[src/rtl/zero_scan_unit_pkg.sv]
// Shared definitions for the zero/one run-length scanner: mode encodings and FSM state type.
package zero_scan_unit_pkg;

  localparam logic [1:0] MODE_LZ = 2'b00;
  localparam logic [1:0] MODE_TZ = 2'b01;
  localparam logic [1:0] MODE_LO = 2'b10;
  localparam logic [1:0] MODE_TO = 2'b11;

  typedef enum logic [1:0] {
    ST_IDLE = 2'd0,
    ST_SCAN = 2'd1,
    ST_DONE = 2'd2
  } state_t;

endpackage

[src/rtl/zero_scan_unit_chunk_lzc.sv]
// Combinational leading-zero count and all-zero flag for one CHUNK-bit slice.
module chunk_lzc #(
  parameter int unsigned CHUNK = 8
) (
  input  logic [CHUNK-1:0]       chunk,
  output logic [$clog2(CHUNK):0] lzc_c,
  output logic                   all_zero_c
);

  localparam int unsigned LW = $clog2(CHUNK) + 1;

  // Walk LSB to MSB so the highest set bit has the final say.
  always_comb begin
    lzc_c = LW'(CHUNK);
    for (int unsigned i = 0; i < CHUNK; i++) begin
      if (chunk[i]) lzc_c = LW'(CHUNK - 1 - i);
    end
  end

  assign all_zero_c = ~|chunk;

endmodule

[src/rtl/zero_scan_unit.sv]
// Multi-cycle leading/trailing zero/one counter; scans CHUNK bits per cycle from the MSB
// of a normalised copy of the operand.
module zero_scan_unit
  import zero_scan_unit_pkg::*;
#(
  parameter int unsigned WIDTH = 64,
  parameter int unsigned CHUNK = 8
) (
  input  logic                   clk,
  input  logic                   rst_n,
  input  logic                   start,
  input  logic                   abort,
  input  logic [1:0]             mode,
  input  logic [WIDTH-1:0]       data_in,
  output logic [$clog2(WIDTH):0] count,
  output logic                   full_run,
  output logic                   busy,
  output logic                   done
);

  localparam int unsigned CW     = $clog2(WIDTH) + 1;
  localparam int unsigned NCHUNK = WIDTH / CHUNK;
  localparam int unsigned IDXW   = (NCHUNK > 1) ? $clog2(NCHUNK) : 1;
  localparam int unsigned LW     = $clog2(CHUNK) + 1;

  state_t           state_q, state_d;
  logic [WIDTH-1:0] work_q, work_d;
  logic [CW-1:0]    acc_q, acc_d;
  logic [IDXW-1:0]  idx_q, idx_d;
  logic [CW-1:0]    count_d;
  logic             full_run_d;
  logic             busy_d;
  logic             done_d;

  logic [LW-1:0]    chunk_lzc_c;
  logic             chunk_zero_c;

  // Map every mode onto "count leading zeros": reverse for trailing, invert for ones.
  function automatic logic [WIDTH-1:0] normalise(input logic [1:0] m, input logic [WIDTH-1:0] d);
    logic [WIDTH-1:0] r;
    r = d;
    if (m == MODE_TZ || m == MODE_TO) begin
      for (int unsigned i = 0; i < WIDTH; i++) r[i] = d[WIDTH-1-i];
    end
    if (m == MODE_LO || m == MODE_TO) r = ~r;
    return r;
  endfunction

  chunk_lzc #(
    .CHUNK (CHUNK)
  ) u_chunk_lzc (
    .chunk      (work_q[WIDTH-1 -: CHUNK]),
    .lzc_c      (chunk_lzc_c),
    .all_zero_c (chunk_zero_c)
  );

  // Next-state and next-output logic.
  always_comb begin
    state_d    = state_q;
    work_d     = work_q;
    acc_d      = acc_q;
    idx_d      = idx_q;
    count_d    = count;
    full_run_d = full_run;

    unique case (state_q)
      ST_IDLE: begin
        if (start && !abort) begin
          work_d  = normalise(mode, data_in);
          acc_d   = '0;
          idx_d   = '0;
          state_d = ST_SCAN;
        end
      end
      ST_SCAN: begin
        if (abort) begin
          state_d = ST_IDLE;
        end else if (!chunk_zero_c) begin
          count_d    = acc_q + CW'(chunk_lzc_c);
          full_run_d = 1'b0;
          state_d    = ST_DONE;
        end else if (idx_q == IDXW'(NCHUNK - 1)) begin
          count_d    = CW'(WIDTH);
          full_run_d = 1'b1;
          state_d    = ST_DONE;
        end else begin
          acc_d   = acc_q + CW'(CHUNK);
          work_d  = work_q << CHUNK;
          idx_d   = idx_q + IDXW'(1);
        end
      end
      ST_DONE: state_d = ST_IDLE;
      default: state_d = ST_IDLE;
    endcase

    busy_d = (state_d == ST_SCAN);
    done_d = (state_d == ST_DONE);
  end

  always_ff @(posedge clk or negedge rst_n) begin
    if (!rst_n) begin
      state_q  <= ST_IDLE;
      work_q   <= '0;
      acc_q    <= '0;
      idx_q    <= '0;
      count    <= '0;
      full_run <= 1'b0;
      busy     <= 1'b0;
      done     <= 1'b0;
    end else begin
      state_q  <= state_d;
      work_q   <= work_d;
      acc_q    <= acc_d;
      idx_q    <= idx_d;
      count    <= count_d;
      full_run <= full_run_d;
      busy     <= busy_d;
      done     <= done_d;
    end
  end

endmodule

[config.mk]
export PLATFORM = sky130hd
export DESIGN_NAME = zero_scan_unit
export DESIGN_NICKNAME = d
export VERILOG_FILES = /design/src/rtl/zero_scan_unit_pkg.sv /design/src/rtl/zero_scan_unit_chunk_lzc.sv /design/src/rtl/zero_scan_unit.sv
export SDC_FILE = /design/constraint.sdc
export NUM_CORES = 1
export LEC_CHECK = 0
export BUFFER_PORTS_ARGS = -buffer_cell sky130_fd_sc_hd__clkbuf_2
export CAP_MARGIN = 20
export CORE_MARGIN = 2
export CORE_UTILIZATION = 58
export DETAILED_ROUTE_END_ITERATION = 10
export GPL_ROUTABILITY_DRIVEN = 0
export HOLD_SLACK_MARGIN = 0.06
export PLACE_DENSITY = 0.82
export SLEW_MARGIN = 10
export SYNTH_ARGS = -nofsm -noshare
export SYNTH_HDL_FRONTEND = slang
export SYNTH_SLANG_ARGS = --single-unit
[constraint.sdc]
create_clock -name clk -period 5 [get_ports clk]
set_clock_uncertainty 0.1 [all_clocks]
set_input_delay 0 -clock clk [delete_from_list [all_inputs] [get_ports clk]]
set_output_delay 0 -clock clk [all_outputs]
set_load 0.05 [all_outputs]
---- Word level (Yosys, flattened, before mapping) ----
Cells that the tools add are included.
word-level totals
  flip-flop bits (word level) ............. 86
  input bits .............................. 70
  output and inout port bits .............. 10
  logic and storage cells ................. 70
cells by class
  $add $sub $neg .......................... 3
  equal/unequal tests ..................... 11
  multiplexer cells ....................... 36
  bitwise logic cells ..................... 2
  reduce and logical (&&, ||, !) cells .... 10
operators with widths
  operator               number
  $mux W64               8
  $pmux W64 S2           1
  $not A64 Y64           1
  $mux W7                6
  $mux W4                8
  $pmux W7 S2            1
  $mux W3                4
  $mux W2                4
  $ne A2 B2 Y1 const B   4
  $reduce_or A8 Y1       1
  $add A7 B4 Y7          1
  $add A7 B4 Y7 const B  1
  $eq A2 B1 Y1 const B   3
  $eq A2 B2 Y1 const B   3
  $pmux W3 S2            1
  $reduce_and A5 Y1      1
  $pmux W2 S2            1
  $reduce_bool A2 Y1     2
  $add A3 B1 Y3 const B  1
  $eq A3 B3 Y1 const B   1
  $reduce_and A3 Y1      1
  $logic_not A2 Y1       1
  $logic_or A1 B1 Y1     2
  $mux W1                2
  3 further kinds        3

---- Logic depth before layout (Yosys ltp) ----
Gate-level depths: netlist of run 1.
  depth in word-level cells ............... 10
  depth in mapped cells ................... 8
  gate-level depth less buffers ........... 8

---- By module ----
Synthesis of run 1 repeated with hierarchy kept, for this count alone.
unflattened totals
  cells, all modules ...................... 501
  area, all modules ....................... 5351.4 um2
by module, submodules not included
  module          times used  cells an instance  area each (um2)  sequential area each (um2)
  zero_scan_unit  1           486                5251.3           2077.0
  chunk_lzc       1           15                 100.1            0.0

---- Worst setup path before layout of run 1 ----
No wires, ideal clock.
  path type ............................... register to register
  start point ............................. register work_q[63]
  end point ............................... register work_q[54]
  setup time .............................. 0.127 ns
  arrival time ............................ 1.984 ns
  slack ................................... 2.788 ns
  stages on the path, launching flop included .. 8
  path buffers ............................ 2
  period minus slack after synthesis ...... 2.212 ns
  cell sequence ........................... dfrtp_1 -> or4_4 -> or2_4 -> clkinv_4 -> a32o_1 -> buf_6 -> buf_6 -> mux2_1
on the way
  word-level cells in the longest chain between the ends .. 3
RTL lines
  item                                line                            source
  start: declaration                  zero_scan_unit.sv:27            logic [WIDTH-1:0] work_q, work_d;
  start signal: assignment            zero_scan_unit.sv:112           work_q <= work_d;
  $reduce_or A8 Y1                    zero_scan_unit_chunk_lzc.sv:20  assign all_zero_c = ~|chunk;
  $ne A2 B2 Y1 (no source line)       -
  $reduce_and A5 Y1 (no source line)  -
No other way between the ends.
A chain may end at the register's enable or synchronous reset.

---- Worst setup path in the final report of run 1 ----
  start point ............................. register idx_q[0]
  end point ............................... register work_q[8]
on the way
  word-level cells in the longest chain between the ends .. 3
RTL lines
  item                                line                   source
  start: declaration                  zero_scan_unit.sv:29   logic [IDXW-1:0] idx_q, idx_d;
  start signal: assignment            zero_scan_unit.sv:114  idx_q <= idx_d;
  $eq A3 B3 Y1                        zero_scan_unit.sv:82   end else if (idx_q == IDXW'(NCHUNK - 1)) begin
  $ne A2 B2 Y1 (no source line)       -
  $reduce_and A5 Y1 (no source line)  -
No other way between the ends.

==> results of run 1 <==
worst max-delay path by stage:
stage | startpoint | slack, ns | cells past startpoint | to
floorplan | work_q[63] | 2.79 | 7 | work_q[54]
detailed placement | idx_q[0] | 2.21 | 5 | work_q[30]
global placement | idx_q[0] | 2.28 | 5 | work_q[42]
finish | idx_q[0] | 2.16 | 5 | work_q[8]
CTS | idx_q[0] | 2.17 | 5 | work_q[8]
global route | idx_q[0] | 2.04 | 5 | work_q[8]
cell families (layout without fill, tap and decap cells):
family / count (synthesis) / count (layout)
fa+ha+maj: 4 / 4
simple gates: 97 / 97
mux: 133 / 133
compound gates: 77 / 77
xor+xnor: 67 / 67
flops: 83 / 83
buf+inv: 46 / 115
state kept, by name, indices dropped and copies added (netlist names):
name and count:
done 1, work_q 64, idx_q 3, state_q 2, count 7, acc_q 4, full_run 1, busy 1
per-layer routing:
layer	global-route usage, %	part of all wire, %	vias to the layer above
met2	37.73	49	75
met5	0	0	-
met3	4.326	3.3	11
met1	30.87	46	1813
met4	4.531	1.1	0
li1	-	-	1871
critical path: stages, from the launching register on:
cell	delay (ns)
sky130_fd_sc_hd__dfrtp_1	0.41
sky130_fd_sc_hd__ha_1	0.21
sky130_fd_sc_hd__ha_1	0.27
sky130_fd_sc_hd__nor4_1	0.44
sky130_fd_sc_hd__a32o_4	0.83
sky130_fd_sc_hd__mux2_1	0.41
stage by stage:
| step | hold WS [ns] | worst slack [ns] |
|---|---|---|
| 2_1_floorplan | -0.3956 | 2.788 |
| 3_3_place_gp | 0.1291 | 2.280 |
| 3_5_place_dp | 0.1505 | 2.211 |
| 4_1_cts | 0.08074 | 2.174 |
| 5_1_grt | 0.09406 | 2.041 |
| 6_report | 0.07984 | 2.159 |
layout make-up:
type	count	share of cell area, %
multi-input combinational	378	49.20
sequential	83	35.11
timing repair buffer	89	8.587
clock buffer	12	2.453
tap	108	2.284
clock inverter	4	1.650
inverter	10	0.7191
cells in the final DEF (no fill, tap or decap), drive strengths merged, types with 4 or more instances in the layout:
master,Yosys,final
a21oi,4,4
a22o,4,4
buf,27,8
clkbuf,9,88
dfrtp,83,83
dlygate4sd3,0,5
ha,4,4
inv,9,9
mux2,66,66
mux2i,67,67
nand2,66,66
nor2,18,18
o21ai,60,60
o31ai,4,4
xor2,64,64
report_power, final:
| part | internal [uW] | total [uW] | switching, uW |
|---|---|---|---|
| clock | 346 | 580 | 234 |
| combinational | 263 | 601 | 338 |
| sequential | 883 | 1010 | 128 |
| total | 1490 | 2190 | 700 |
==> PnR_summary.wiki, run 1 <==
{| class="wikitable"
! Metric !! Value
|-
| 1st-pass router iterations || 4
|-
| Layout overhead on the synthesized area || 13.41%
|-
| Slew Limit Fails || 0
|-
| FF-to-FF path depth || 5
|-
| Top-count cell post-synth || sky130_fd_sc_hd__dfrtp_1
|-
| Crit path max fanout || 71
|-
| Clk sink count || 83
|-
| Number of DRC markers in iteration 0 || 127
|-
| Final #Nets || 645
|-
| Post-Syn Instances || 507
|-
| Footprint of the flip-flops and latches || 0.002077 mm^2
|-
| Library cell used as clock root buffer || sky130_fd_sc_hd__clkbuf_8
|-
| Wire length of the first global-routing pass || 17.82 mm
|-
| Number of input and output port buffers inserted || 79
|-
| Count of maximum capacitance violations || 0
|-
| Worst-skew pair later-pin latency || 0.35 ns
|-
| Routed length per placed instance || 15.65 um
|-
| Area share of xor/xnor cells in the synthesized design || 11.25%
|-
| Overall Power || 2192 uW
|-
| Synthesized-area fraction occupied by ao, oa, aoi and oai cells || 8.299%
|-
| Number of synthesized flops with an enable pin || 0
|-
| Total nets after synthesis || 581
|-
| Dpl cell area || 0.005595 mm^2
|-
| Final count of negative-setup-slack endpoints || 0
|-
| Synthesized area per cell || 10.29 um^2
|-
| Slew HR || 32.39%
|-
| Final non-filler cell total || 684
|-
| Final instance area || 0.005916 mm^2
|-
| # rows || 34
|-
| Endpoint kind of the worst setup timing path || flip-flop
|-
| Number of levels the H-tree was split into || 3
|-
| Die area || 0.009768 mm^2
|-
| Maximum root-to-sink buffer count || 2
|-
| Number of antenna violations at the first check in global routing || 0
|-
| Slew of the pin with the lowest slew margin || 1.014 ns
|-
| Setup slack of the most critical reg-to-reg path || 2.16 ns
|-
| Main combinational cell family by area after synthesis || multiplexers
|-
| Sum of negative setup slack || 0 ns
|-
| Antenna Violating Nets Remaining || 0
|-
| Lkg Pwr || 0.002807 uW
|-
| Synth unique cells || 33
|-
| Unrepaired setup endpoints after global routing || no
|-
| Routed WL || 10.70 mm
|-
| Area of the core || 0.008721 mm^2
|-
| TritonCTS clock tree || yes
|-
| Class of the worst hold path || input port to flip-flop
|-
| Hold depth || 5
|-
| Crit path kind || flip-flop to flip-flop
|-
| Total of flip-flops plus latches after synthesis || 83
|-
| Pwr/cell area || 370.6 mW/mm^2
|-
| Vert. Die Dim || 98.84 um
|-
| Maximum frequency from static timing analysis || 352.0 MHz
|-
| Overall routing resource usage || 22.54%
|-
| Count of warnings emitted by yosys || 0
|-
| Register clock-pin slew on the reported worst setup and hold paths || 0.08 ns
|-
| Largest net degree at the start of global routing || 84
|-
| Worst vdd ir || 0.2040 mV
|-
| I/O pin count || 80
|-
| Fraction of layout instances using a drive strength above 1 || 18.23%
|-
| Post-Route Utilization || 67.83%
|-
| Post-synthesis share of cell area spent on and, or, nand and nor gates || 7.820%
|-
| Cts-stage hold buffer count || 4
|-
| Sequential element share of the synthesized area || 39.82%
|-
| Post-synth top flop || sky130_fd_sc_hd__dfrtp_1
|-
| Number of global-route vias before repair || 3794
|-
| Worst R2R End || work_q[8]
|-
| Filler cells || 643
|-
| Global route overflow || 0
|-
| DRC viols || 0
|-
| Chip width || 98.84 um
|-
| Share of flip-flops with an asynchronous set or reset after synthesis || 100.0%
|-
| Arrival @ worst endpoint || 2.96 ns
|-
| Multi-input gate area in the final layout || 0.002910 mm^2
|-
| Most area-consuming cells after synthesis || sky130_fd_sc_hd__dfrtp_1 40%, sky130_fd_sc_hd__mux2_1 14%, sky130_fd_sc_hd__mux2i_1 13%
|-
| Number of vias per cell || 5.512
|-
| Cell count after placement || 662
|-
| Min-Delay Startpoint || data_in[4]
|-
| Most instantiated cells after synthesis || 83 x sky130_fd_sc_hd__dfrtp_1, 67 x sky130_fd_sc_hd__mux2i_1, 66 x sky130_fd_sc_hd__mux2_1, 66 x sky130_fd_sc_hd__nand2_1, 64 x sky130_fd_sc_hd__xor2_1
|-
| Post-CTS setup buffers || 0
|-
| DPL Wire Length || 7.581 mm
|-
| Post-synthesis share of cell area spent on full adders, half adders and majority gates || 0.9595%
|-
| Endpoint of the worst hold-timing path || work_q[4]
|-
| Number of buffers created by CTS || 9
|-
| DR vias || 3770
|-
| Final critical path time including I/O delays and setup || 2.841 ns
|-
| Reg-to-reg critical path startpoint || idx_q[0]
|-
| Diode count || 0
|-
| Top-area cell type share of the netlist area || 39.82%
|-
| Starting Density || 59.81%
|-
| Element type at the critical path start || flip-flop
|-
| Mux share of post-synthesis cell area || 27.10%
|-
| Count of cells resized by post-cts repair || 0
|-
| Final worst path period share || 56.82%
|-
| Endpoint required time on the critical path || 5.12 ns
|-
| Final hold violation count || 0
|-
| Syn Std Cell Area || 0.005216 mm^2
|-
| Run status || finished clean
|-
| Biggest area consumer among synthesized cells || sky130_fd_sc_hd__dfrtp_1
|}
Power figures use the tool's default switching activity.
==> run 2, diff against run 1 <==
ABC_AREA = 1   (was not set)
clock period = 2.94 ns   (was 5 ns; I/O delays follow)
==> PnR_summary.wiki, run 2 <==
{| class="wikitable"
! Metric !! Value
|-
| Total nets after synthesis || 1021
|-
| Clk sink count || 83
|-
| Proportion of power drawn by combinational gates || 42.2%
|-
| Wire length of the first global-routing pass || 27.85 mm
|-
| Number of antenna violations at the first check in global routing || 0
|-
| Maximum frequency from static timing analysis || 411.9 MHz
|-
| Top-count cell post-synth || sky130_fd_sc_hd__nand2_1
|-
| Routed WL || 16.97 mm
|-
| Chip width || 103.3 um
|-
| Sequential power share || 39.7%
|-
| Final non-filler cell total || 1229
|-
| Total of flip-flops plus latches after synthesis || 83
|-
| I/O pin count || 80
|-
| Post-CTS setup buffers || 0
|-
| Largest net degree at the start of global routing || 84
|-
| Registers with the most flip-flops || work_q (64), count (7), acc_q (4)
|-
| Flip-flop count of the largest register after layout || 64
|-
| Diode count || 0
|-
| Vert. Die Dim || 103.3 um
|-
| Count of maximum capacitance violations || 0
|-
| Unrepaired setup endpoints after global routing || no
|-
| Final hold violation count || 0
|-
| Synth unique cells || 25
|-
| Count of cells resized by post-cts repair || 0
|-
| Post-synth top flop || sky130_fd_sc_hd__dfrtp_1
|-
| Slew HR || 55.28%
|-
| Number of synthesized flops with an enable pin || 0
|-
| Area of the core || 0.009684 mm^2
|-
| Biggest area consumer among synthesized cells || sky130_fd_sc_hd__nand2_1
|-
| Number of vias per cell || 5.406
|-
| Layout overhead on the synthesized area || 28.18%
|-
| # rows || 36
|-
| Crit path max fanout || 47
|-
| Worst-skew pair later-pin latency || 0.36 ns
|-
| Final worst path period share || 82.57%
|-
| Internal power || 2856 uW
|-
| Syn Std Cell Area || 0.005723 mm^2
|-
| Register clock-pin slew on the reported worst setup and hold paths || 0.08 ns
|-
| Sum of negative setup slack || 0 ns
|-
| Slew of the pin with the lowest slew margin || 0.6698 ns
|-
| Final count of negative-setup-slack endpoints || 0
|-
| Most area-consuming cells after synthesis || sky130_fd_sc_hd__nand2_1 39%, sky130_fd_sc_hd__dfrtp_1 36%, sky130_fd_sc_hd__nand3_1 12%
|-
| Final critical path time including I/O delays and setup || 2.428 ns
|-
| Worst vdd ir || 0.4090 mV
|-
| Antenna Violating Nets Remaining || 0
|-
| Crit path kind || flip-flop to flip-flop
|-
| Cts-stage hold buffer count || 99
|-
| Switching Share || 41.57%
|-
| Overall routing resource usage || 33.18%
|-
| Number of input and output port buffers inserted || 79
|-
| Filler cells || 681
|-
| 1st-pass router iterations || 6
|-
| Slew Limit Fails || 0
|-
| Clock power share || 18.1%
|-
| Final #Nets || 1166
|-
| Number of DRC markers in iteration 0 || 569
|-
| Post-Syn Instances || 947
|-
| Class of the worst hold path || input port to flip-flop
|-
| Global route overflow || 0
|-
| Starting Density || 59.10%
|-
| Share of flip-flops with an asynchronous set or reset after synthesis || 100.0%
|-
| TritonCTS clock tree || yes
|-
| Lkg Pwr || 0.004146 uW
|-
| Top-area cell type share of the netlist area || 38.89%
|-
| Most common library cell in the layout ignoring fill and taps || sky130_fd_sc_hd__nand2_1
|-
| Synthesized area per cell || 6.043 um^2
|-
| Number of buffers created by CTS || 9
|-
| Number of levels the H-tree was split into || 3
|-
| DR vias || 6644
|-
| DPL Wire Length || 9.911 mm
|-
| Library cell used as clock root buffer || sky130_fd_sc_hd__clkbuf_8
|-
| Arrival @ worst endpoint || 2.58 ns
|-
| DRC viols || 0
|-
| Number of global-route vias before repair || 6069
|-
| Pwr/cell area || 666.2 mW/mm^2
|-
| Endpoint required time on the critical path || 3.09 ns
|-
| Footprint of the flip-flops and latches || 0.002077 mm^2
|-
| Commonest non-fill, non-tap cells in the layout || 593 x sky130_fd_sc_hd__nand2_1, 134 x sky130_fd_sc_hd__nand3_1, 99 x sky130_fd_sc_hd__dlygate4sd3_1
|-
| Post-Route Utilization || 75.75%
|-
| Element type at the critical path start || flip-flop
|-
| Maximum root-to-sink buffer count || 2
|-
| Net Sw Power || 2032 uW
|-
| Routed length per placed instance || 13.81 um
|-
| Most instantiated cells after synthesis || 593 x sky130_fd_sc_hd__nand2_1, 134 x sky130_fd_sc_hd__nand3_1, 83 x sky130_fd_sc_hd__dfrtp_1
|-
| Endpoint kind of the worst setup timing path || flip-flop
|-
| Die area || 0.01068 mm^2
|-
| Sequential element share of the synthesized area || 36.29%
|-
| Multi-input gate area in the final layout || 0.003277 mm^2
|-
| Largest reg by FF count || work_q
|-
| Cell count after placement || 1114
|-
| Fraction of layout instances using a drive strength above 1 || 11.04%
|-
| Count of warnings emitted by yosys || 0
|-
| Run status || finished clean
|}
[run 2: cell count changes after synthesis, moves of 20 or more]
cell	change
sky130_fd_sc_hd__o21ai_0	-57
sky130_fd_sc_hd__xor2_1	-63
sky130_fd_sc_hd__mux2_1	-66
sky130_fd_sc_hd__nand2_1	+527
sky130_fd_sc_hd__mux2i_1	-67
sky130_fd_sc_hd__nand3_1	+131
sky130_fd_sc_hd__buf_2	+20
[run 2: logic make-up after synthesis]
logic type                 count (synthesis)  synth area share, %
AOI/OAI and AO/OA                         16                1.465
xor gates and xnor gates                   2               0.3061
adders and majority gates                  4               0.8745
buffers and inverters                     77                6.449
DFF                                       83                36.29
and+or+nand+nor                          765                54.61
[run 2: worst paths after layout]
| kind | from | end | slack (ns) | cells past startpoint |
|---|---|---|---|---|
| hold / removal | data_in[47] | work_q[47] | 0.06 | 7 |
| hold reg to reg | count[6] | count[6] | 0.38 | 2 |
| max in group asynchronous | rst_n | work_q[9] | 2.05 | 3 |
| min in group asynchronous | rst_n | work_q[31] | 0.07 | 2 |
| setup reg to reg | idx_q[0] | work_q[30] | 0.51 | 11 |
| setup / recovery | idx_q[0] | work_q[30] | 0.51 | 11 |
[run 2: critical path, stage by stage, from the launching register on]
cell and delay (ns):
sky130_fd_sc_hd__dfrtp_1 0.41, sky130_fd_sc_hd__ha_1 0.21, sky130_fd_sc_hd__ha_1 0.19, sky130_fd_sc_hd__inv_1 0.11, sky130_fd_sc_hd__nand3_1 0.08, sky130_fd_sc_hd__nand2_1 0.08, sky130_fd_sc_hd__nand2_2 0.10, sky130_fd_sc_hd__inv_2 0.20
sky130_fd_sc_hd__nand2_2 0.34, sky130_fd_sc_hd__buf_12 0.33, sky130_fd_sc_hd__nand2_1 0.10, sky130_fd_sc_hd__nand2_1 0.05
[run 2: power by group through the flow]
stage                     logic (uW)  clock network [uW]  registers [uW]
final                           2060                 887            1940
after CTS                       2020                 895            1920
after detailed placement        1830                   0            1930
after global routing            2320                 937            1990
after global placement          1780                   0            1940
after floorplan                 1320                   0            1970
[run 2: stage by stage]
stage / area (um^2) / hold slack [ns] / total power (uW) / setup WS [ns]
final: 7336 / 0.05885 / 4887 / 0.5124
after detailed placement: 6117 / 0.1382 / 3757 / 0.5656
after global placement: 6117 / 0.1451 / 3717 / 0.6050
after floorplan: 5723 / -0.3956 / 3294 / 1.173
after CTS: 7316 / 0.06043 / 4836 / 0.5525
after global routing: 7336 / 0.09537 / 5250 / 0.3059
[run 2: cell type report]
cell class,instances,share of cell area [%]
multi-input combinational,787,44.67
sequential,83,28.31
timing repair buffer,190,20.84
tap,133,2.268
clock buffer,11,1.791
inverter,21,1.075
clock inverter,4,1.040
[run 2: layer usage]
layer,up-vias,share of wire [%],global-route usage [%]
li1,3247,-,-
met1,3056,42,43.51
met2,269,49,54.65
met3,72,5.7,5.780
met4,0,3.9,13.77
met5,-,0,0
